<file path="src/rtl/game_pkg.sv">
// game_pkg
//   Shared types and default constants for the whack-a-mole lives logic.
//   lives_state_t : IDLE / PLAY / BLINK / GAME_OVER
//   DEF_*         : default MAX_LIVES, BLINK_FRAMES and BLINK_HALF values
package game_pkg;

  typedef enum logic [1:0] {
    IDLE      = 2'd0,
    PLAY      = 2'd1,
    BLINK     = 2'd2,
    GAME_OVER = 2'd3
  } lives_state_t;

  localparam int DEF_MAX_LIVES    = 3;
  localparam int DEF_BLINK_FRAMES = 60;
  localparam int DEF_BLINK_HALF   = 8;

endpackage

</file>
<file path="src/rtl/frame_blinker.sv">
// frame_blinker
//   Counts frame_tick pulses across one lost-heart blink window.
//   Optional feature macro: LIVES_HEART_BLINK_EN (adds the on/off phase).
// Ports:
//   clk     in   system clock
//   reset   in   asynchronous, active-low reset
//   clear   in   restart the window (count 0, phase on); wins over tick
//   enable  in   window active (owner is in BLINK)
//   tick    in   one pulse per video frame
//   done    out  combinational: last frame of the window is ticking now
//   phase_d out  next value of the blink phase (only with the macro)
module frame_blinker
  import game_pkg::*;
#(
  parameter int BLINK_FRAMES = DEF_BLINK_FRAMES
`ifdef LIVES_HEART_BLINK_EN
  ,
  parameter int BLINK_HALF   = DEF_BLINK_HALF
`endif
) (
  input  logic clk,
  input  logic reset,
  input  logic clear,
  input  logic enable,
  input  logic tick,
  output logic done
`ifdef LIVES_HEART_BLINK_EN
  ,
  output logic phase_d
`endif
);

  localparam int CW = (BLINK_FRAMES > 1) ? $clog2(BLINK_FRAMES) : 1;
  localparam logic [CW-1:0] CNT_LAST = CW'(BLINK_FRAMES - 1);

  logic [CW-1:0] cnt_q, cnt_d;

  always_comb begin
    cnt_d = cnt_q;
    done  = 1'b0;
    if (clear) begin
      cnt_d = '0;
    end else if (enable && tick) begin
      if (cnt_q == CNT_LAST) begin
        cnt_d = '0;
        done  = 1'b1;
      end else begin
        cnt_d = cnt_q + 1'b1;
      end
    end
  end

  always_ff @(posedge clk or negedge reset) begin
    if (!reset) cnt_q <= '0;
    else        cnt_q <= cnt_d;
  end

`ifdef LIVES_HEART_BLINK_EN
  // A separate modulo-BLINK_HALF counter runs in lockstep with cnt_q (both
  // cleared together), so its wrap is exactly "cnt mod BLINK_HALF == 0"
  // without needing a divider for non-power-of-two half periods.
  localparam int HW = (BLINK_HALF > 1) ? $clog2(BLINK_HALF) : 1;
  localparam logic [HW-1:0] HALF_LAST = HW'(BLINK_HALF - 1);

  logic [HW-1:0] half_q, half_d;
  logic          phase_q;

  always_comb begin
    half_d  = half_q;
    phase_d = phase_q;
    if (clear) begin
      half_d  = '0;
      phase_d = 1'b1;
    end else if (enable && tick) begin
      if (half_q == HALF_LAST) begin
        half_d  = '0;
        phase_d = ~phase_q;
      end else begin
        half_d = half_q + 1'b1;
      end
    end
  end

  always_ff @(posedge clk or negedge reset) begin
    if (!reset) begin
      half_q  <= '0;
      phase_q <= 1'b0;
    end else begin
      half_q  <= half_d;
      phase_q <= phase_d;
    end
  end
`endif

endmodule

</file>
<file path="src/rtl/lives_manager.sv">
// lives_manager
//   Tracks remaining lives and drives one heart renderer per enable bit.
//   Optional feature macro: LIVES_HEART_BLINK_EN (lost heart blinks during
//   the invulnerability window; without it the heart clears at once).
// Ports:
//   clk          in   system clock
//   reset        in   asynchronous, active-low reset
//   start        in   pulse: begin / restart a game (highest priority)
//   miss         in   pulse: player missed a mole
//   bonus        in   pulse: award one life (saturating)
//   frame_tick   in   pulse once per video frame
//   heart_enable out  [MAX_LIVES-1:0] thermometer of lives, bit i -> heart i
//   lives        out  [2:0] current life count
//   blinking     out  high while the lost heart blinks
//   game_over    out  high in GAME_OVER
module lives_manager
  import game_pkg::*;
#(
  parameter int MAX_LIVES    = DEF_MAX_LIVES,
  parameter int BLINK_FRAMES = DEF_BLINK_FRAMES,
  parameter int BLINK_HALF   = DEF_BLINK_HALF
) (
  input  logic                 clk,
  input  logic                 reset,
  input  logic                 start,
  input  logic                 miss,
  input  logic                 bonus,
  input  logic                 frame_tick,
  output logic [MAX_LIVES-1:0] heart_enable,
  output logic [2:0]           lives,
  output logic                 blinking,
  output logic                 game_over
);

  localparam logic [2:0] LIVES_MAX = 3'(MAX_LIVES);

  lives_state_t         state_q, state_d;
  logic [2:0]           lives_q, lives_d;
  logic [MAX_LIVES-1:0] heart_enable_q, heart_enable_d;
  logic                 game_over_q, game_over_d;
  logic                 blink_clear;
  logic                 blink_done;
  logic [2:0]           lives_inc;

  assign lives_inc = (lives_q < LIVES_MAX) ? lives_q + 3'd1 : lives_q;

`ifdef LIVES_HEART_BLINK_EN
  logic [2:0] lost_idx_q, lost_idx_d;
  logic       phase_d;
  logic       blinking_q, blinking_d;
`endif

  frame_blinker #(
    .BLINK_FRAMES (BLINK_FRAMES)
`ifdef LIVES_HEART_BLINK_EN
    ,
    .BLINK_HALF   (BLINK_HALF)
`endif
  ) u_blinker (
    .clk     (clk),
    .reset   (reset),
    .clear   (blink_clear),
    .enable  (state_q == BLINK),
    .tick    (frame_tick),
    .done    (blink_done)
`ifdef LIVES_HEART_BLINK_EN
    ,
    .phase_d (phase_d)
`endif
  );

  // Next-state / next-lives
  always_comb begin
    state_d     = state_q;
    lives_d     = lives_q;
    blink_clear = 1'b0;
`ifdef LIVES_HEART_BLINK_EN
    lost_idx_d  = lost_idx_q;
`endif
    if (start) begin
      state_d     = PLAY;
      lives_d     = LIVES_MAX;
      blink_clear = 1'b1;
    end else begin
      case (state_q)
        PLAY: begin
          // Simultaneous miss and bonus cancel out.
          if (miss && !bonus) begin
            lives_d     = lives_q - 3'd1;
            state_d     = BLINK;
            blink_clear = 1'b1;
`ifdef LIVES_HEART_BLINK_EN
            lost_idx_d  = lives_q - 3'd1;
`endif
          end else if (bonus && !miss) begin
            lives_d = lives_inc;
          end
        end
        BLINK: begin
          // Invulnerable: miss ignored; bonus still counts.
          if (bonus) lives_d = lives_inc;
          if (blink_done) state_d = (lives_d == 3'd0) ? GAME_OVER : PLAY;
        end
        default: ;  // IDLE and GAME_OVER wait for start
      endcase
    end
  end

  // Outputs are registered from next-state values so they settle one cycle
  // after the event, together with the state.
  generate
    for (genvar gi = 0; gi < MAX_LIVES; gi++) begin : g_heart
      logic live_bit;
      assign live_bit = ((state_d == PLAY) || (state_d == BLINK)) && (3'(gi) < lives_d);
`ifdef LIVES_HEART_BLINK_EN
      assign heart_enable_d[gi] = ((state_d == BLINK) && (lost_idx_d == 3'(gi)))
                                  ? phase_d : live_bit;
`else
      assign heart_enable_d[gi] = live_bit;
`endif
    end
  endgenerate

  assign game_over_d = (state_d == GAME_OVER);

  always_ff @(posedge clk or negedge reset) begin
    if (!reset) begin
      state_q        <= IDLE;
      lives_q        <= 3'd0;
      heart_enable_q <= '0;
      game_over_q    <= 1'b0;
    end else begin
      state_q        <= state_d;
      lives_q        <= lives_d;
      heart_enable_q <= heart_enable_d;
      game_over_q    <= game_over_d;
    end
  end

`ifdef LIVES_HEART_BLINK_EN
  assign blinking_d = (state_d == BLINK);

  always_ff @(posedge clk or negedge reset) begin
    if (!reset) begin
      lost_idx_q <= 3'd0;
      blinking_q <= 1'b0;
    end else begin
      lost_idx_q <= lost_idx_d;
      blinking_q <= blinking_d;
    end
  end

  assign blinking = blinking_q;
`else
  assign blinking = 1'b0;
`endif

  assign heart_enable = heart_enable_q;
  assign lives        = lives_q;
  assign game_over    = game_over_q;

endmodule

</file>
<file path="config.mk">
export PLATFORM = sky130hd
export DESIGN_NAME = lives_manager
export DESIGN_NICKNAME = d
export VERILOG_FILES = /design/src/rtl/game_pkg.sv /design/src/rtl/frame_blinker.sv /design/src/rtl/lives_manager.sv
export SDC_FILE = /design/constraint.sdc
export NUM_CORES = 1
export LEC_CHECK = 0
export ABC_AREA = 1
export CORE_MARGIN = 4
export CORE_UTILIZATION = 53
export CTS_CLUSTER_SIZE = 24
export DETAILED_ROUTE_END_ITERATION = 7
export GPL_ROUTABILITY_DRIVEN = 1
export PLACE_DENSITY_LB_ADDON = 0.25
export SETUP_SLACK_MARGIN = 0.2
export SYNTH_ARGS = -nofsm -noshare
export SYNTH_HDL_FRONTEND = slang
export SYNTH_SLANG_ARGS = --single-unit
</file>
<file path="constraint.sdc">
create_clock -name clk -period 2.03 [get_ports clk]
set_input_delay 0.3045 -clock clk [delete_from_list [all_inputs] [get_ports clk]]
set_output_delay 0.3045 -clock clk [all_outputs]
set_load 0.05 [all_outputs]
</file>
== Word-level counts from Yosys, hierarchy flattened ==
Index checks and enable logic that the tools add are counted.

* Logic and storage cells: 51
* Output and inout bits: 8
* Flip-flop bits (word level): 15
* Input port bits: 6

* Multiplexer cells: 22
* $lt $le $gt $ge: 4
* Add/subtract/negate cells: 3
* Equality and inequality tests: 6
* Reduce and logical (&&, ||, !) cells: 11

{| class="wikitable"
|+ Operators by type and width
! operator !! number
|-
| $mux 3 || 7
|-
| $mux 6 || 3
|-
| $mux 2 || 4
|-
| $add 6x1->6 const B || 1
|-
| $eq 2x2->1 const B || 3
|-
| $eq 6x6->1 const B || 1
|-
| $logic_and 1x1->1 || 6
|-
| $lt 1x3->1 const A || 2
|-
| $mux 1 || 6
|-
| $pmux 3 s2 || 1
|-
| $eq 2x1->1 const B || 2
|-
| $pmux 2 s2 || 1
|-
| $add 3x1->3 const B || 1
|-
| $logic_not 3->1 || 1
|-
| $lt 2x3->1 const A || 1
|-
| $lt 3x2->1 const B || 1
|-
| $sub 3x1->3 const B || 1
|-
| $logic_not 1->1 || 2
|-
| $reduce_bool 2->1 || 1
|-
| $logic_or 1x1->1 || 1
|}

== Depth between registers and ports, before layout ==
Gate-level depths: netlist of the first run.

* Depth in word-level cells: 13
* Mapped depth: 12
* Gate-level depth less buffers: 12

== Modules after synthesis ==
Synthesis of the first run repeated with hierarchy kept, for this count alone.

* Cell total of the unflattened synthesis: 147
* Area total of the unflattened synthesis: 1042.2 um^2

{| class="wikitable"
|+ Modules (own cells, without submodules)
! module !! seq. area each (um^2) !! area an instance (um^2) !! times used !! cells each
|-
| lives_manager || 225.2 || 658.1 || 1 || 92
|-
| frame_blinker || 150.1 || 384.1 || 1 || 55
|}

== Worst setup path before layout of the first run ==
OpenSTA, ideal clock, no wires.

* Kind: register -> register
* From: reg lives_q[0], in the netlist lives[0]
* To: reg heart_enable_q[2], in the netlist heart_enable[2]
* Path slack: -0.184 ns
* Data required time: 1.913 ns
* Library setup time: 0.117 ns
* Arrival time: 2.097 ns
* Stages on the path, launching flop included: 13
* Path buffers: 0
* Period minus slack after synthesis: 2.214 ns
* Path through: dfrtp_1 > inv_1 > ha_1 > inv_1 > nand4_1 > nand2_1 > nand2_1 > nand2_1 > nand3_1 > a21oi_1 > ha_1 > nand2_1 > nor2_1

* Longest elaborated chain between the ends: 13
* Elaborated cells on any way between the ends: 21
* Those cells by class: add/sub (2); order compare (2); eq/ne (2); mux (12); reduce/logical (3)

{| class="wikitable"
|+ RTL lines
! element !! line !! source
|-
| from (decl) || lives_manager.sv:38 || <nowiki>logic [2:0] lives_q, lives_d;</nowiki>
|-
| from (signal assigned) || lives_manager.sv:134 || <nowiki>lives_q <= lives_d;</nowiki>
|-
| $add 3x1->3 / $lt 3x2->1 (equally long branches) || lives_manager.sv:45 || <nowiki>assign lives_inc = (lives_q < LIVES_MAX) ? lives_q + 3'd1 : lives_q;</nowiki>
|-
| $mux 3 || lives_manager.sv:45 ||
|-
| $mux 3 (*) || lives_manager.sv:101 || <nowiki>if (bonus) lives_d = lives_inc;</nowiki>
|-
| $mux 3 (*) || lives_manager.sv:85 || <nowiki>case (state_q)</nowiki>
|-
| $mux 3 (*) || lives_manager.sv:80 || <nowiki>if (start) begin</nowiki>
|-
| $logic_not 3->1 (*) || lives_manager.sv:102 || <nowiki>if (blink_done) state_d = (lives_d == 3'd0) ? GAME_OVER : PLAY;</nowiki>
|-
| $mux 2 (*) (2 in series) || lives_manager.sv:102 ||
|-
| $pmux 2 s2 (*) || lives_manager.sv:85 ||
|-
| $mux 2 (*) || lives_manager.sv:80 ||
|-
| via state_d[1] || lives_manager.sv:37 || <nowiki>lives_state_t state_q, state_d;</nowiki>
|-
| $eq 2x1->1 / $eq 2x2->1 (equally long branches) || lives_manager.sv:114 || <nowiki>assign live_bit = ((state_d == PLAY) || (state_d == BLINK)) && (3'(gi) < lives_d);</nowiki>
|-
| $logic_or 1x1->1 (*) || lives_manager.sv:114 ||
|-
| $logic_and 1x1->1 (*) || lives_manager.sv:114 ||
|-
| via g_heart[2].live_bit || lives_manager.sv:113 || <nowiki>logic live_bit;</nowiki>
|-
| to (signal assigned) || lives_manager.sv:135 || <nowiki>heart_enable_q <= heart_enable_d;</nowiki>
|-
| to (decl) || lives_manager.sv:39 || <nowiki>logic [MAX_LIVES-1:0] heart_enable_q, heart_enable_d;</nowiki>
|}

The timed path passes the listed nets; every way through them passes the cells marked *. The select of a mux whose other input is x is not followed.
A chain may end at the register's enable or synchronous reset.

== Worst setup path after layout of the first run ==
* From: reg lives_q[0], in the netlist lives[0]
* To: reg heart_enable_q[1], in the netlist heart_enable[1]

* Longest elaborated chain between the ends: 13
* Elaborated cells on any way between the ends: 21
* Those cells by class: add/sub (2); order compare (2); eq/ne (2); mux (12); reduce/logical (3)

{| class="wikitable"
|+ RTL lines
! element !! line
|-
| $add 3x1->3 / $lt 3x2->1 (equally long branches) || lives_manager.sv:45
|-
| $mux 3 || lives_manager.sv:45
|-
| $mux 3 (*) || lives_manager.sv:101
|-
| $mux 3 (*) || lives_manager.sv:85
|-
| $mux 3 (*) || lives_manager.sv:80
|-
| $logic_not 3->1 (*) || lives_manager.sv:102
|-
| $mux 2 (*) (2 in series) || lives_manager.sv:102
|-
| $pmux 2 s2 (*) || lives_manager.sv:85
|-
| $mux 2 (*) || lives_manager.sv:80
|-
| via state_d[1] || lives_manager.sv:37
|-
| $eq 2x1->1 / $eq 2x2->1 (equally long branches) || lives_manager.sv:114
|-
| $logic_or 1x1->1 (*) || lives_manager.sv:114
|-
| $logic_and 1x1->1 (*) || lives_manager.sv:114
|-
| via g_heart[1].live_bit || lives_manager.sv:113
|}

Marked as above.

==> results of run 1 <==
## power groups by stage
| stage | combinational [mW] | sequential [mW] | clock [mW] |
|---|---|---|---|
| 2_1_floorplan | 0.543 | 0.660 | 0 |
| 3_3_place_gp | 1.02 | 0.454 | 0 |
| 3_5_place_dp | 1.05 | 0.453 | 0 |
| 4_1_cts | 1.12 | 0.442 | 0.177 |
| 5_1_grt | 1.28 | 0.457 | 0.197 |
| 6_report | 1.17 | 0.444 | 0.175 |
## metal layers
metal  share of wire  up-vias  track usage
met4           0.017        0       0.0611
li1                -      484            -
met5               0        -            0
met3           0.083        6       0.0641
met1            0.46      433        0.263
met2            0.44       56        0.320
## what timing repair did
item,in CTS,in global routing
resized for setup,7,5
setup endpoints to repair,5,4
pin swaps,2,2
buffers inserted,4,1
cloned,0,0
## layout make-up
type,instances,area (µm²)
multi-input cells,92,549
clock buffers,3,22.5
inverters,26,103
flip-flops and latches,15,378
fillers,126,462
clock inverters,1,5.00
repair buffers,22,195
well taps,25,31.3
## Yosys cell counts
cell type / instances / area, µm²
xor2_1: 3 / 26.3
nand3_1: 13 / 65.1
a211oi_1: 1 / 7.51
a21oi_2: 1 / 8.76
nand4_1: 5 / 31.3
nor2_1: 9 / 33.8
nor3_1: 1 / 5.00
nor2_2: 2 / 12.5
nand3_2: 2 / 20.0
o22ai_1: 2 / 12.5
o211ai_1: 1 / 7.51
conb_1: 1 / 3.75
o21ai_0: 6 / 30.0
dfrtp_1: 15 / 375
buf_4: 1 / 7.51
inv_1: 25 / 93.8
o21ai_2: 1 / 8.76
o21ai_1: 2 / 10.0
nand2_2: 3 / 18.8
nand2_1: 26 / 97.6
ha_1: 6 / 75.1
a21oi_1: 6 / 30.0
xnor2_1: 1 / 8.76
inv_2: 1 / 3.75
## stage by stage
step	hold slack, ns	TNS (ns)	instance area (µm²)	worst slack (ns)	total power [mW]
after global placement	0.494	-0.172	1190	-0.0661	1.48
after global routing	0.454	0	1280	0.0588	1.94
after detailed placement	0.537	-0.265	1190	-0.0968	1.50
after CTS	0.438	0	1270	0.188	1.74
after floorplan	0.00891	0	1010	0.124	1.20
final	0.416	0	1280	0.144	1.79
## kinds of logic (layout without fill, tap and decap cells)
group	Yosys count	after routing	synth area share
adders and majority gates	6	6	0.0756
buffers and inverters	27	52	0.106
AOI/OAI and AO/OA	20	20	0.116
other	1	1	0.00377
DFF	15	15	0.378
and+or+nand+nor	61	61	0.286
xor gates and xnor gates	4	4	0.0353
## flip-flops by register name, indices dropped and copies added (netlist names)
signal / cells
lives: 3
heart_enable: 3
game_over: 1
state_q: 2
u_blinker.cnt_q: 6
## worst reg2reg max path: stages (launching register included)
cell and delay (ns):
dfrtp_2 0.47, inv_4 0.10, ha_4 0.21, inv_4 0.06
nand4_1 0.12, nand2_1 0.11, nand2_1 0.07, nand2_1 0.08
nand3_2 0.07, a21oi_2 0.14, ha_1 0.26, nand2_1 0.08
inv_1 0.04
## final timing paths
kind | endpoint | slack (ns) | cells past startpoint | from
min in group clk | u_blinker.cnt_q[0] | 0.56 | 1 | u_blinker.cnt_q[0]
max in group asynchronous | lives[0] | 1.15 | 1 | reset
min reg2reg | u_blinker.cnt_q[0] | 0.56 | 1 | u_blinker.cnt_q[0]
max reg2reg | heart_enable[1] | 0.14 | 12 | lives[0]
max | heart_enable[1] | 0.14 | 12 | lives[0]
min | state_q[0] | 0.42 | 1 | reset
==> run_summary.xml, run 1 <==
<?xml version="1.0" encoding="UTF-8"?>
<metrics>
  <group name="outcome">
    <metric name="run_status" unit="">completed</metric>
  </group>
  <group name="cts">
    <metric name="clock-sinks" unit="">15</metric>
    <metric name="cts.reportedPaths.clkPinSlew" unit="ns">0.10</metric>
    <metric name="cts_made_buffers" unit="">3</metric>
    <metric name="postCtsHoldBufs" unit="">0</metric>
    <metric name="skew_pair_late_insertion_delay" unit="ns">0.28</metric>
    <metric name="clock_tree_from_tritoncts" unit="">built</metric>
    <metric name="root_buffer" unit="">clkbuf_4</metric>
    <metric name="htree_num_levels" unit="">1</metric>
    <metric name="ctsLongestPathBuffers" unit="">2</metric>
  </group>
  <group name="critical_path">
    <metric name="classification_of_the_worst_setup_path" unit="">reg -&gt; reg</metric>
    <metric name="critical_path.top_delay_family" unit="">simple AND/OR/NAND/NOR gates</metric>
    <metric name="cp-end-kind" unit="">flip-flop</metric>
    <metric name="cp.arrival" unit="ns">2.07</metric>
    <metric name="cp_num_buf_inv" unit="">3</metric>
    <metric name="path_max_fanout" unit="">6</metric>
    <metric name="critPathMaxStageDelay" unit="ns">0.47</metric>
    <metric name="timing.critical_path.mode_cell" unit="">nand2_1</metric>
    <metric name="path_cells" unit="">inv_4, ha_4, inv_4, nand4_1, nand2_1, nand2_1, nand2_1, nand3_2, a21oi_2, ha_1, nand2_1, inv_1</metric>
    <metric name="worst_path_max_delay_cell" unit="">dfrtp_2</metric>
    <metric name="timing.critical_path.from_type" unit="">flip-flop</metric>
    <metric name="worstPathRequired" unit="ns">2.22</metric>
  </group>
  <group name="sta">
    <metric name="worst_pin_slew" unit="ns">0.670</metric>
    <metric name="timing_max_transition_violations_final" unit="">0</metric>
    <metric name="clock.fmax" unit="MHz">530</metric>
    <metric name="final_hold_viol_count" unit="">0</metric>
    <metric name="clock-skew-final" unit="ns">0.00358</metric>
    <metric name="grt_setup_unrepaired" unit="">yes</metric>
    <metric name="timing.max_slew.rel_slack" unit="">0.552</metric>
    <metric name="clock_period_minus_worst_slack" unit="ns">1.89</metric>
    <metric name="post-route-period-util" unit="">0.929</metric>
    <metric name="finalSetupViolations" unit="">0</metric>
  </group>
  <group name="synth">
    <metric name="syn_area_per_cell" unit="µm²">7.41</metric>
    <metric name="netlist-cell-type-count" unit="">24</metric>
    <metric name="ys_seq_elements" unit="">15</metric>
    <metric name="synthesis.area" unit="µm²">993</metric>
    <metric name="synthesis.yosys.warnings" unit="">0</metric>
    <metric name="seq_area_frac_synth" unit="">0.378</metric>
    <metric name="netlist_instances" unit="">134</metric>
    <metric name="synth_nets" unit="">146</metric>
  </group>
  <group name="power_and_ir_drop">
    <metric name="clkPwrFrac" unit="">0.098</metric>
    <metric name="leakagePower" unit="nW">0.644</metric>
    <metric name="combinational_share_of_power" unit="">0.653</metric>
    <metric name="ir_drop" unit="V">0.00102</metric>
    <metric name="power.density" unit="mW/mm²">1390</metric>
    <metric name="switching_share" unit="">0.506</metric>
    <metric name="power.sequential.fraction" unit="">0.248</metric>
    <metric name="power.internal" unit="µW">881</metric>
    <metric name="p_switching" unit="µW">904</metric>
  </group>
  <group name="grt">
    <metric name="grt_antenna_before_repair" unit="">0</metric>
    <metric name="grt-ovfl-total" unit="">0</metric>
    <metric name="grt_max_degree" unit="">16</metric>
    <metric name="grt_usage" unit="">0.202</metric>
    <metric name="grt_pass1_vias" unit="">906</metric>
    <metric name="grt_pass1_wl" unit="mm">3.97</metric>
  </group>
  <group name="floorplan">
    <metric name="fp-row-count" unit="">15</metric>
    <metric name="die_span_y" unit="µm">51.3</metric>
    <metric name="io-pin-count" unit="">14</metric>
    <metric name="start_util" unit="">0.569</metric>
    <metric name="placeableCoreArea" unit="mm²">0.00175</metric>
    <metric name="floorplan.die_area" unit="mm²">0.00263</metric>
    <metric name="die-width" unit="µm">51.3</metric>
  </group>
  <group name="route">
    <metric name="ant_nets" unit="">0</metric>
    <metric name="drc" unit="">0</metric>
    <metric name="via_count" unit="">979</metric>
    <metric name="route.detailed.wl_per_inst" unit="µm">12.8</metric>
    <metric name="detailedRoute.firstPassIterationCount" unit="">4</metric>
    <metric name="detail_route.iter0.violations" unit="">61</metric>
    <metric name="viasPerCell" unit="">5.32</metric>
    <metric name="wirelength" unit="mm">2.36</metric>
  </group>
  <group name="finish">
    <metric name="flow.area_growth_from_synthesis" unit="%">29.2</metric>
    <metric name="layout.nets" unit="">172</metric>
    <metric name="leading_cell_type_in_the_layout_fill_and_taps_excluded" unit="">nand2_1</metric>
    <metric name="drive_gt1_frac" unit="">0.226</metric>
    <metric name="finalNonFillerCells" unit="">184</metric>
    <metric name="fin_util" unit="">0.735</metric>
    <metric name="layout_common_cells" unit="">nand2_1, inv_1, dfrtp_1</metric>
    <metric name="antennaDiodeCount" unit="">0</metric>
  </group>
  <group name="run">
    <metric name="drv.max_cap_violation_count" unit="">0</metric>
  </group>
  <group name="placement">
    <metric name="buffer_ports.inserted" unit="">12</metric>
    <metric name="dp.cells" unit="">175</metric>
    <metric name="finalWeightedCongestion" unit="">0.913</metric>
    <metric name="dpl.hpwl" unit="mm">1.79</metric>
  </group>
  <group name="hold_path">
    <metric name="hold_path_class" unit="">in -&gt; async</metric>
  </group>
</metrics>
Power figures use the tool's default switching activity.
==> inputs of run 2 (changes only) <==
--- a/config.mk
+++ b/config.mk
@@ -7,7 +7,8 @@
 export LEC_CHECK = 0
 export ABC_AREA = 1
 export CORE_MARGIN = 4
-export CORE_UTILIZATION = 53
+export CORE_UTILIZATION = 55
+export CTS_BUF_LIST = sky130_fd_sc_hd__clkbuf_4 sky130_fd_sc_hd__clkbuf_8
 export CTS_CLUSTER_SIZE = 24
 export DETAILED_ROUTE_END_ITERATION = 7
 export GPL_ROUTABILITY_DRIVEN = 1
==> run 2 against run 1 <==
Cell area up 3.2%. Non-clock buffer count up 3. Core utilization up 3.2 points. Count of clock-buffer cells in the layout up 1. Setup slack better by 0.0093 ns. Critical path depth down 2. Hold slack about the same. Fmax up 0.50%. Register-to-register slack about the same. Power up 2.5%. Largest cell class unchanged. Largest power group unchanged.
==> run_summary.xml, run 2 (synthesis gave the netlist of run 1 again) <==
<?xml version="1.0" encoding="UTF-8"?>
<metrics>
  <group name="outcome">
    <metric name="run_status" unit="">completed</metric>
  </group>
  <group name="floorplan">
    <metric name="start_util" unit="">0.575</metric>
    <metric name="die-width" unit="µm">50.5</metric>
    <metric name="io-pin-count" unit="">14</metric>
    <metric name="placeableCoreArea" unit="mm²">0.00173</metric>
    <metric name="die_span_y" unit="µm">50.5</metric>
    <metric name="floorplan.die_area" unit="mm²">0.00255</metric>
    <metric name="fp-row-count" unit="">15</metric>
  </group>
  <group name="hold_path">
    <metric name="hold_path_class" unit="">in -&gt; async</metric>
  </group>
  <group name="finish">
    <metric name="fin_util" unit="">0.767</metric>
    <metric name="finalNonFillerCells" unit="">187</metric>
    <metric name="largest_register_ffs" unit="">6</metric>
    <metric name="antennaDiodeCount" unit="">0</metric>
    <metric name="flow.area_growth_from_synthesis" unit="%">33.4</metric>
    <metric name="layout.nets" unit="">175</metric>
    <metric name="layout_common_cells" unit="">nand2_1, inv_1, dfrtp_1, buf_4, nand3_1</metric>
    <metric name="leading_cell_type_in_the_layout_fill_and_taps_excluded" unit="">nand2_1</metric>
    <metric name="register_with_the_highest_flop_count" unit="">u_blinker.cnt_q</metric>
    <metric name="drive_gt1_frac" unit="">0.272</metric>
  </group>
  <group name="sta">
    <metric name="clock-skew-final" unit="ns">0.00595</metric>
    <metric name="clock_period_minus_worst_slack" unit="ns">1.88</metric>
    <metric name="final_hold_viol_count" unit="">0</metric>
    <metric name="finalSetupViolations" unit="">0</metric>
    <metric name="timing.max_slew.rel_slack" unit="">0.554</metric>
    <metric name="post-route-period-util" unit="">0.924</metric>
    <metric name="worst_pin_slew" unit="ns">0.667</metric>
    <metric name="timing_max_transition_violations_final" unit="">0</metric>
    <metric name="clock.fmax" unit="MHz">533</metric>
    <metric name="totalNegativeSetupSlack" unit="ns">0</metric>
    <metric name="grt_setup_unrepaired" unit="">yes</metric>
    <metric name="fin_hold_ws" unit="ns">0.416</metric>
  </group>
  <group name="cts">
    <metric name="htree_num_levels" unit="">1</metric>
    <metric name="ctsLongestPathBuffers" unit="">2</metric>
    <metric name="clock-sinks" unit="">15</metric>
    <metric name="cts.reportedPaths.clkPinSlew" unit="ns">0.09</metric>
    <metric name="skew_pair_late_insertion_delay" unit="ns">0.29</metric>
    <metric name="clock_tree_from_tritoncts" unit="">built</metric>
    <metric name="root_buffer" unit="">clkbuf_4</metric>
    <metric name="cts_made_buffers" unit="">3</metric>
  </group>
  <group name="power_and_ir_drop">
    <metric name="ir_drop" unit="V">0.00111</metric>
    <metric name="power.internal" unit="µW">923</metric>
    <metric name="leakagePower" unit="nW">0.668</metric>
    <metric name="totalPowerFinal" unit="mW">1.83</metric>
    <metric name="power.density" unit="mW/mm²">1380</metric>
    <metric name="switching_share" unit="">0.496</metric>
    <metric name="p_switching" unit="µW">908</metric>
    <metric name="clkPwrFrac" unit="">0.100</metric>
    <metric name="combinational_share_of_power" unit="">0.656</metric>
    <metric name="power.sequential.fraction" unit="">0.244</metric>
  </group>
  <group name="critical_path">
    <metric name="path_max_fanout" unit="">5</metric>
    <metric name="rr_startpoint" unit="">state_q[1]</metric>
    <metric name="classification_of_the_worst_setup_path" unit="">reg -&gt; reg</metric>
    <metric name="worst_path_max_delay_cell" unit="">dfrtp_1</metric>
    <metric name="path_cells" unit="">inv_2, ha_2, nand2_1, nand3_2, o21ai_2, nand3_2, a21oi_2, ha_1, nand2_1, nor2_1</metric>
    <metric name="worst_r2r_path_depth" unit="">10</metric>
    <metric name="critPathMaxStageDelay" unit="ns">0.44</metric>
    <metric name="cp_num_buf_inv" unit="">1</metric>
    <metric name="r2r_setup_slack" unit="ns">0.15</metric>
    <metric name="timing.critical_path.from_type" unit="">flip-flop</metric>
    <metric name="cp-end-kind" unit="">flip-flop</metric>
    <metric name="crit-reg2reg-capture" unit="">heart_enable[2]</metric>
    <metric name="worstPathRequired" unit="ns">2.21</metric>
    <metric name="cp.arrival" unit="ns">2.06</metric>
    <metric name="critical_path.top_delay_family" unit="">adder cells</metric>
  </group>
  <group name="route">
    <metric name="drc" unit="">0</metric>
    <metric name="route.detailed.wl_per_inst" unit="µm">13.3</metric>
    <metric name="ant_nets" unit="">0</metric>
    <metric name="viasPerCell" unit="">5.39</metric>
    <metric name="detailedRoute.firstPassIterationCount" unit="">4</metric>
    <metric name="detail_route.iter0.violations" unit="">27</metric>
    <metric name="via_count" unit="">1007</metric>
    <metric name="wirelength" unit="mm">2.49</metric>
  </group>
  <group name="grt">
    <metric name="grt_max_degree" unit="">16</metric>
    <metric name="grt_pass1_vias" unit="">1074</metric>
    <metric name="grt-ovfl-total" unit="">0</metric>
    <metric name="grt_usage" unit="">0.226</metric>
    <metric name="grt_antenna_before_repair" unit="">0</metric>
    <metric name="grt_pass1_wl" unit="mm">4.50</metric>
  </group>
  <group name="run">
    <metric name="drv.max_cap_violation_count" unit="">0</metric>
  </group>
  <group name="placement">
    <metric name="dpl.hpwl" unit="mm">1.73</metric>
    <metric name="dp.cells" unit="">175</metric>
    <metric name="finalWeightedCongestion" unit="">0.877</metric>
    <metric name="buffer_ports.inserted" unit="">12</metric>
  </group>
</metrics>
## run 2: how the worst max path moves through the flow
| stage | cells past startpoint | endpoint | slack (ns) | from |
|---|---|---|---|---|
| final | 10 | heart_enable[2] | 0.15 | state_q[1] |
| after floorplan | 12 | heart_enable[2] | 0.12 | lives[1] |
| after global routing | 10 | heart_enable[2] | 0.03 | state_q[1] |
| after global placement | 11 | heart_enable[2] | -0.03 | bonus |
| after detailed placement | 11 | heart_enable[2] | -0.13 | bonus |
| after CTS | 11 | heart_enable[2] | 0.19 | bonus |
## run 2: power groups by stage
stage                     clock network (mW)  logic [mW]  registers, mW
after floorplan                            0       0.543          0.660
after global placement                     0        1.01          0.454
after detailed placement                   0        1.04          0.456
after CTS                              0.189        1.15          0.441
after global routing                   0.204        1.32          0.457
final                                  0.184        1.20          0.447
## run 2: layer usage
metal  track usage  share of wire  vias up
met4         0.103          0.036        0
met5             0              0        -
li1              -              -      489
met3        0.0623          0.051       11
met2         0.387           0.51       40
met1         0.261           0.41      467
## run 2: area by class of cell
class                      count  area (µm²)
clock buffer                   4        30.0
timing repair buffer          25         220
fill                         125         402
inverter                      26        97.6
tap                           25        31.3
sequential                    15         378
multi-input combinational     92         568
## run 2: timing repair
action                                  CTS  global route
resized for setup                         6            11
endpoints found under the setup margin    5             4
setup buffers                             6             2
hold buffers                              0             0
pin swaps                                 5             6
## run 2: through the flow
step           cell area, µm²  setup WS (ns)
3_5_place_dp             1190         -0.131
6_report                 1330          0.154
3_3_place_gp             1190        -0.0286
4_1_cts                  1280          0.193
2_1_floorplan            1010          0.124
5_1_grt                  1330         0.0263
